### src/rtl/rr_mux_pkg.sv
// Package shared by the rr_mux_arbiter slice.
//   XFER_CNT_W / XFER_CNT_MAX : width and saturation value of the optional
//                               transfer counter (RR_MUX_STATS_EN builds).
//   mux_mode_t                : arbitration mode decoded from force_en.
package rr_mux_pkg;

  localparam int unsigned XFER_CNT_W = 16;
  localparam logic [XFER_CNT_W-1:0] XFER_CNT_MAX = '1;

  typedef enum logic {
    MODE_RR     = 1'b0,
    MODE_FORCED = 1'b1
  } mux_mode_t;

endpackage

### src/rtl/rr_mux_arbiter_picker.sv
// rr_picker: combinational round-robin picker.
// Returns the first requesting index found when scanning start_i,
// start_i+1, ... modulo CHANNELS.
//   req_i         in   CHANNELS  request vector
//   start_i       in   SEL_W     index that has highest priority
//   grant_o       out  SEL_W     granted index (0 when nothing granted)
//   grant_valid_o out  1         some request was found
module rr_picker
  import rr_mux_pkg::*;
#(
  parameter int CHANNELS = 8,
  localparam int SEL_W = $clog2(CHANNELS)
) (
  input  logic [CHANNELS-1:0] req_i,
  input  logic [SEL_W-1:0]    start_i,
  output logic [SEL_W-1:0]    grant_o,
  output logic                grant_valid_o
);

  logic [SEL_W-1:0] idx;
  logic             found;

  always_comb begin
    grant_o = '0;
    found   = 1'b0;
    idx     = start_i;
    for (int unsigned k = 0; k < CHANNELS; k++) begin
      if (!found && req_i[idx]) begin
        grant_o = idx;
        found   = 1'b1;
      end
      // Explicit wrap: CHANNELS need not be a power of two.
      idx = (idx == SEL_W'(CHANNELS - 1)) ? '0 : idx + 1'b1;
    end
    grant_valid_o = found;
  end

endmodule

### src/rtl/rr_mux_arbiter.sv
// rr_mux_arbiter: CHANNELS:1 valid/ready stream selector with a one-entry
// registered output. Round-robin arbitration, or an external select when
// force_en is high.
//   clk, rst_n    clock, asynchronous active-low reset
//   in_data       CHANNELS*N, channel i at [i*N +: N]
//   in_valid      per-channel valid
//   in_ready      per-channel ready, one-hot or zero
//   force_en      1 = forced mode (use force_sel), 0 = round-robin
//   force_sel     forced channel index (>= CHANNELS never grants)
//   out_data      registered output word
//   out_channel   channel that supplied out_data
//   out_valid     output register holds a word
//   out_ready     consumer accepts the word this cycle
//   xfer_count    saturating input-side transfer count, only when
//                 RR_MUX_STATS_EN is defined
module rr_mux_arbiter
  import rr_mux_pkg::*;
#(
  parameter int N        = 1,
  parameter int CHANNELS = 8,
  localparam int SEL_W   = $clog2(CHANNELS)
) (
  input  logic                  clk,
  input  logic                  rst_n,
  input  logic [CHANNELS*N-1:0] in_data,
  input  logic [CHANNELS-1:0]   in_valid,
  output logic [CHANNELS-1:0]   in_ready,
  input  logic                  force_en,
  input  logic [SEL_W-1:0]      force_sel,
  output logic [N-1:0]          out_data,
  output logic [SEL_W-1:0]      out_channel,
  output logic                  out_valid,
  input  logic                  out_ready
`ifdef RR_MUX_STATS_EN
  ,
  output logic [XFER_CNT_W-1:0] xfer_count
`endif
);

  mux_mode_t        mode;
  logic             load;
  logic             xfer;
  logic [SEL_W-1:0] rr_grant;
  logic             rr_grant_valid;
  logic [SEL_W-1:0] grant;
  logic             grant_valid;
  logic [N-1:0]     sel_data;

  logic [SEL_W-1:0] rr_ptr_q, rr_ptr_d;
  logic             out_valid_q, out_valid_d;
  logic [N-1:0]     out_data_q, out_data_d;
  logic [SEL_W-1:0] out_channel_q, out_channel_d;

  rr_picker #(.CHANNELS(CHANNELS)) u_picker (
    .req_i         (in_valid),
    .start_i       (rr_ptr_q),
    .grant_o       (rr_grant),
    .grant_valid_o (rr_grant_valid)
  );

  always_comb begin
    mode        = force_en ? MODE_FORCED : MODE_RR;
    load        = !out_valid_q || out_ready;
    grant       = rr_grant;
    grant_valid = rr_grant_valid;

    unique case (mode)
      MODE_FORCED: begin
        // Out-of-range force_sel matches no channel, so no grant.
        grant       = force_sel;
        grant_valid = 1'b0;
        for (int unsigned i = 0; i < CHANNELS; i++) begin
          if (force_sel == SEL_W'(i) && in_valid[i]) grant_valid = 1'b1;
        end
      end
      default: ;
    endcase

    in_ready = '0;
    sel_data = '0;
    for (int unsigned i = 0; i < CHANNELS; i++) begin
      if (grant == SEL_W'(i)) sel_data = in_data[i*N +: N];
      in_ready[i] = load && grant_valid && (grant == SEL_W'(i));
    end

    xfer          = load && grant_valid;
    rr_ptr_d      = rr_ptr_q;
    out_valid_d   = out_valid_q;
    out_data_d    = out_data_q;
    out_channel_d = out_channel_q;

    if (load) begin
      out_valid_d = grant_valid;
      if (grant_valid) begin
        out_data_d    = sel_data;
        out_channel_d = grant;
        rr_ptr_d      = (grant == SEL_W'(CHANNELS - 1)) ? '0 : grant + 1'b1;
      end
    end
  end

  always_ff @(posedge clk or negedge rst_n) begin
    if (!rst_n) begin
      rr_ptr_q      <= '0;
      out_valid_q   <= 1'b0;
      out_data_q    <= '0;
      out_channel_q <= '0;
    end else begin
      rr_ptr_q      <= rr_ptr_d;
      out_valid_q   <= out_valid_d;
      out_data_q    <= out_data_d;
      out_channel_q <= out_channel_d;
    end
  end

  assign out_valid   = out_valid_q;
  assign out_data    = out_data_q;
  assign out_channel = out_channel_q;

`ifdef RR_MUX_STATS_EN
  logic [XFER_CNT_W-1:0] xfer_count_q, xfer_count_d;

  always_comb begin
    xfer_count_d = xfer_count_q;
    if (xfer && xfer_count_q != XFER_CNT_MAX) xfer_count_d = xfer_count_q + 1'b1;
  end

  always_ff @(posedge clk or negedge rst_n) begin
    if (!rst_n) xfer_count_q <= '0;
    else        xfer_count_q <= xfer_count_d;
  end

  assign xfer_count = xfer_count_q;
`else
  logic unused_xfer;
  assign unused_xfer = xfer;
`endif

endmodule

### config.mk
export PLATFORM = sky130hd
export DESIGN_NAME = rr_mux_arbiter
export DESIGN_NICKNAME = d
export VERILOG_FILES = /design/src/rtl/rr_mux_pkg.sv /design/src/rtl/rr_mux_arbiter_picker.sv /design/src/rtl/rr_mux_arbiter.sv
export SDC_FILE = /design/constraint.sdc
export NUM_CORES = 1
export LEC_CHECK = 0
export BUFFER_PORTS_ARGS = -buffer_cell sky130_fd_sc_hd__buf_2
export CORE_MARGIN = 8
export CORE_UTILIZATION = 60
export DETAILED_ROUTE_END_ITERATION = 12
export PLACE_DENSITY = 0.87
export SLEW_MARGIN = 20
export SYNTH_ARGS = -nofsm -noshare
export SYNTH_HDL_FRONTEND = slang
export SYNTH_HIERARCHICAL = 1
export SYNTH_SLANG_ARGS = --single-unit
### constraint.sdc
create_clock -name clk -period 17.4 [get_ports clk]
set_clock_uncertainty 0.15 [all_clocks]
set_input_delay 5.22 -clock clk [delete_from_list [all_inputs] [get_ports clk]]
set_output_delay 5.22 -clock clk [all_outputs]
set_load 0.1 [all_outputs]
== Word-level counts from Yosys, hierarchy flattened ==
Index checks and enable logic that the tools add are counted.
Word-level totals
  bits in registers: 8
  latch bits: 0
  memory bits (writable): 0
  bits in read-only memories: 0
  bits of input ports: 23
  output and inout bits: 13
  word-level logic and storage cells: 136
  memories: 0
Cells by class
  add/sub/neg operators: 8
  multiply operators: 0
  div/mod/pow operators: 0
  $lt $le $gt $ge: 8
  equal/unequal tests: 21
  shift-type cells: 0
  multiplexer cells: 59
  bitwise operators: 0
  reduce and logical (&&, ||, !) cells: 36
Operators by type and width (count)
  3-bit 2-to-1 mux: 17
  3-bit equality test, second input constant: 15
  1-bit 2-to-1 mux: 34
  3-bit by 4-bit less-than comparator with 1-bit output, second input constant: 8
  3-bit by 1-bit adder with 3-bit output, second input constant: 8
  1-bit binary-select mux with 3-bit select: 8
  1-bit logical AND: 24
  3-bit by 2-bit equality test with 1-bit output, second input constant: 4
  1-bit logical NOT: 8
  3-bit by 1-bit equality test with 1-bit output, second input constant: 2
  3-bit logical NOT: 2
  2-bit AND reduction: 1
  1-bit logical OR: 1

== Logic depth before layout (Yosys ltp) ==
  depth in word-level cells: 34
  depth in mapped cells: 19
  depth with buffers taken out: 17

== Modules after synthesis ==
The synthesis kept the hierarchy.
By module, submodules not included
  rr_picker: instances 1, cells an instance 102, area an instance 959.7 um2, seq. area each 0.0 um2
  rr_mux_arbiter: instances 1, cells an instance 69, area an instance 708.2 um2, seq. area each 200.2 um2

== Worst setup path after synthesis ==
OpenSTA, ideal clock, no wires.
  kind: input to output
  start: in in_valid[3]
  end: out in_ready[7]
  arrival time: 8.440 ns
  data required time: 12.030 ns
  slack: 3.590 ns
  cell stages on the path: 12
  path buffers: 0
  cells stage by stage: mux4_1 > mux2_4 > or3_1 > o31a_1 > o31ai_2 > o21ai_2 > a21oi_2 > inv_1 > o21ai_0 > ha_1 > ha_1 > and2_1
On the way
  cells in the longest elaborated chain, start to end: 27
  elaborated cells between the ends (all ways): 57
  classes of those cells: 1 x eq/ne; 39 x mux; 17 x reduce/logical
RTL lines
  start: declaration: line rr_mux_arbiter.sv:26  | input logic [CHANNELS-1:0] in_valid,
  1-bit binary-select mux with 3-bit select: line rr_mux_arbiter_picker.sv:28  | if (!found && req_i[idx]) begin
  1-bit 2-to-1 mux (implied by the code): line rr_mux_arbiter_picker.sv:28
  1-bit 2-to-1 mux: line rr_mux_arbiter_picker.sv:28
  1-bit logical NOT: line rr_mux_arbiter_picker.sv:28
  1-bit logical AND: line rr_mux_arbiter_picker.sv:28
  1-bit 2-to-1 mux: line rr_mux_arbiter_picker.sv:28
  1-bit logical NOT: line rr_mux_arbiter_picker.sv:28
  1-bit logical AND: line rr_mux_arbiter_picker.sv:28
  [... 13 more ...]
  1-bit logical NOT: line rr_mux_arbiter_picker.sv:28
  1-bit logical AND: line rr_mux_arbiter_picker.sv:28
  3-bit 2-to-1 mux *: line rr_mux_arbiter_picker.sv:28
  via rr_grant[1]: line rr_mux_arbiter.sv:43  | logic [SEL_W-1:0] rr_grant;
  3-bit 2-to-1 mux *: line rr_mux_arbiter.sv:67  | unique case (mode)
  via grant[1]: line rr_mux_arbiter.sv:45  | logic [SEL_W-1:0] grant;
  3-bit equality test *: line rr_mux_arbiter.sv:83  | in_ready[i] = load && grant_valid && (grant == SEL_W'(i));
  1-bit logical AND *: line rr_mux_arbiter.sv:83
  end: declaration: line rr_mux_arbiter.sv:27  | output logic [CHANNELS-1:0] in_ready,
Mark *: on every way through the listed nets, which the timed path passes. The rest lies on a longest branch. The select of a mux whose other input is x is not followed.

== Worst setup path after layout ==
  start: in in_valid[2]
  end: out in_ready[7]
Same word-level chain as after synthesis.

==> results.md <==
- Core region area: 2710 µm²
- Routed Antenna Nets: 0
- Largest net degree at the start of global routing: 16
- Ys flop type: dfrtp_1
- Initial DRC count: 110
- WL final: 4610 µm
- Outcome: finished, final reports clean
- Hold WC Path Type: flip-flop to flip-flop
- YS warnings: 6
- Max Fclk: 71.2 MHz
- DR WL/cell: 19.7 µm
- First-pass GRT wire length: 7670 µm
- Die Y: 68.7 µm
- DR vias: 1596
- Setup TNS Final: 0 ns
- Final setup viols: 0
- CP arrival: 8.67 ns
- Grt ovf: 0
- Drt pass-1 iters: 4
- IO Port Bufs: 35
- Unrepaired setup endpoints after global routing: no
- Most area-consuming cells after synthesis: dfrtp_1, mux4_2, mux2i_1
- Die Wd: 68.7 µm
- Commonest non-fill, non-tap cell in the layout: buf_2
- Initial Util: 61.5%
- Final hold vios: 0
- Post-synth EDFFs: 0
- Synthesis-stage register bit count: 8
- Antenna Cells: 0
- CTS Buf Count: 3
- Area of the mapped netlist: 1670 µm²
- Seq/Total Area, Yosys: approximately an eighth
- Slowest CP cell: mux4_1
- Most frequent cells in the layout: buf_2, mux2i_1, ha_1
- Syn Area/Cell: 9.75 µm²
- Syn Inst Count: 171
- Area grow syn2layout: 11.9%
- Via/cell ratio: 6.82
- Area of the die: 4720 µm²
- Nets: 240
- Crit Path Max Fanout: 9
- Dpl hpwl: 3590 µm
- Fin crit period: about 14 ns
- Final worst path period share: 80.7%
- Clk slew on worst S/H paths: 0.05 ns
- # Post-CTS Setup Buffers: 0
- All-Layer GR Usage: between 20% and 30%
- Biggest area consumer among synthesized cells: dfrtp_1
- Root buffer selected by CTS: clkbuf_4
- Crit path capture type: primary output
- Crit-path max cell delay: 0.54 ns
- Row cnt: 19
- Worst rel slew slack: 60.6%
- Crit path launch type: input port
- Crit path kind: input port to primary output
- Routability Congestion: 0.976
- DRC errors left: 0
- CTS tree: built
- Clock latency on the worst-skew pair: approximately 0.26 ns
- Synth Net Count: 206
- Num Clock Sinks: 8
- Max-cap violations: 0
- Clk buf depth: 2
- Fin. max-slew vios: 0
- Crit-path cells: buf_2, mux4_1, mux2_4, or3_1, o31a_1, o31ai_2, o21ai_2, a21oi_2, inv_1, o21ai_0, ha_1, ha_1, and2_1, buf_2
- Initial antenna violation count: 0
- Post-synth cell types: 53
- Resized cells post-CTS: 0
- Hold-fix buffers at CTS: 0
- H-tree Lvls: 1
- WP data required: between 10 and 15 ns
- FFs w/ async S/R, synth: 100%
- Share of cells above drive strength 1: about 33%
- Setup slack, reg-to-reg: 12.22 ns
- Yosys top cell area share: roughly an eighth
- Fillers: 203
- Worst-Margin Slew: 0.586 ns
- Top Ports: 36
- Vias in the first global route: 1622
==> cell type report <==
| type | instances | area [µm²] | area share (%) |
|---|---|---|---|
| inverter | 12 | 45.0 | 2.41 |
| multi-input combinational | 144 | 1380 | 73.8 |
| sequential | 8 | 200 | 10.7 |
| clock buffer | 3 | 22.5 | 1.21 |
| timing repair buffer | 36 | 183 | 9.79 |
| tap | 31 | 38.8 | 2.08 |
==> synthesized netlist by cell type, types with 2 or more instances <==
cell	count
inv_2	2
inv_1	10
nor3_1	4
and3_1	6
a21oi_1	8
o21bai_1	2
dfrtp_1	8
xnor2_1	3
mux2i_1	17
ha_1	12
buf_6	2
o21ai_1	2
mux4_2	8
mux2_2	6
mux4_1	4
nand3_1	5
mux2_4	6
and2_1	3
o21ai_0	8
nor2_1	8
nand2_1	10
a21o_1	2
buf_2	3
nor2b_1	3
==> through the flow <==
stage | hold slack (ns) | setup slack, ns | instances | cell area [µm²] | utilization (%)
floorplan | 0.406 | 3.59 | 171 | 1670 | -
global placement | 0.339 | 3.55 | 231 | 1840 | 68.0
detailed placement | 0.331 | 3.42 | 231 | 1840 | 68.0
CTS | 0.345 | 3.41 | 234 | 1870 | 68.8
global route | 0.382 | 3.24 | 234 | 1870 | 68.8
finish | 0.341 | 3.36 | 234 | 1870 | 68.8
==> worst max-delay path: cells and delay by family <==
kind / cells / cell delay, ns
mux: 2 / 0.86
fa+ha+maj: 2 / 0.53
buf+inv: 3 / 0.60
simple gates: 2 / 0.47
compound gates: 5 / 0.96
==> final timing paths <==
kind / from / end / depth (start not counted)
hold / removal: out_data / out_data / 1
min in group asynchronous: rst_n / out_channel[0] / 1
max in group asynchronous: rst_n / out_channel[2] / 1
setup reg to reg: rr_ptr_q[0] / out_data / 16
hold reg to reg: out_data / out_data / 1
setup / recovery: in_valid[2] / in_ready[7] / 14
==> cell families (layout without fill, tap and decap cells) <==
family | after synthesis | after routing | share of synthesized area, %
simple gates | 46 | 46 | 14.8
mux | 42 | 42 | 38.1
compound gates | 40 | 40 | 17.6
buf+inv | 19 | 51 | 5.48
fa+ha+maj | 12 | 12 | 9.00
flops | 8 | 8 | 12.0
xor+xnor | 4 | 4 | 3.08
==> sequential cells by signal (all words and copies together), names as in the netlist <==
name         count
rr_ptr_q         3
out_valid        1
out_data         1
out_channel      3
==> routing by layer <==
metal	vias to the layer above	share of wire, %	track usage [%]
met5	-	0	0
met3	13	6.9	3.55
li1	720	-	-
met1	772	44	28.3
met4	0	1.6	7.52
met2	91	47	32.5
Power is left out: the tool's default activity adds up to more than one toggle a clock period on the data nets, which glitch-free logic cannot reach.
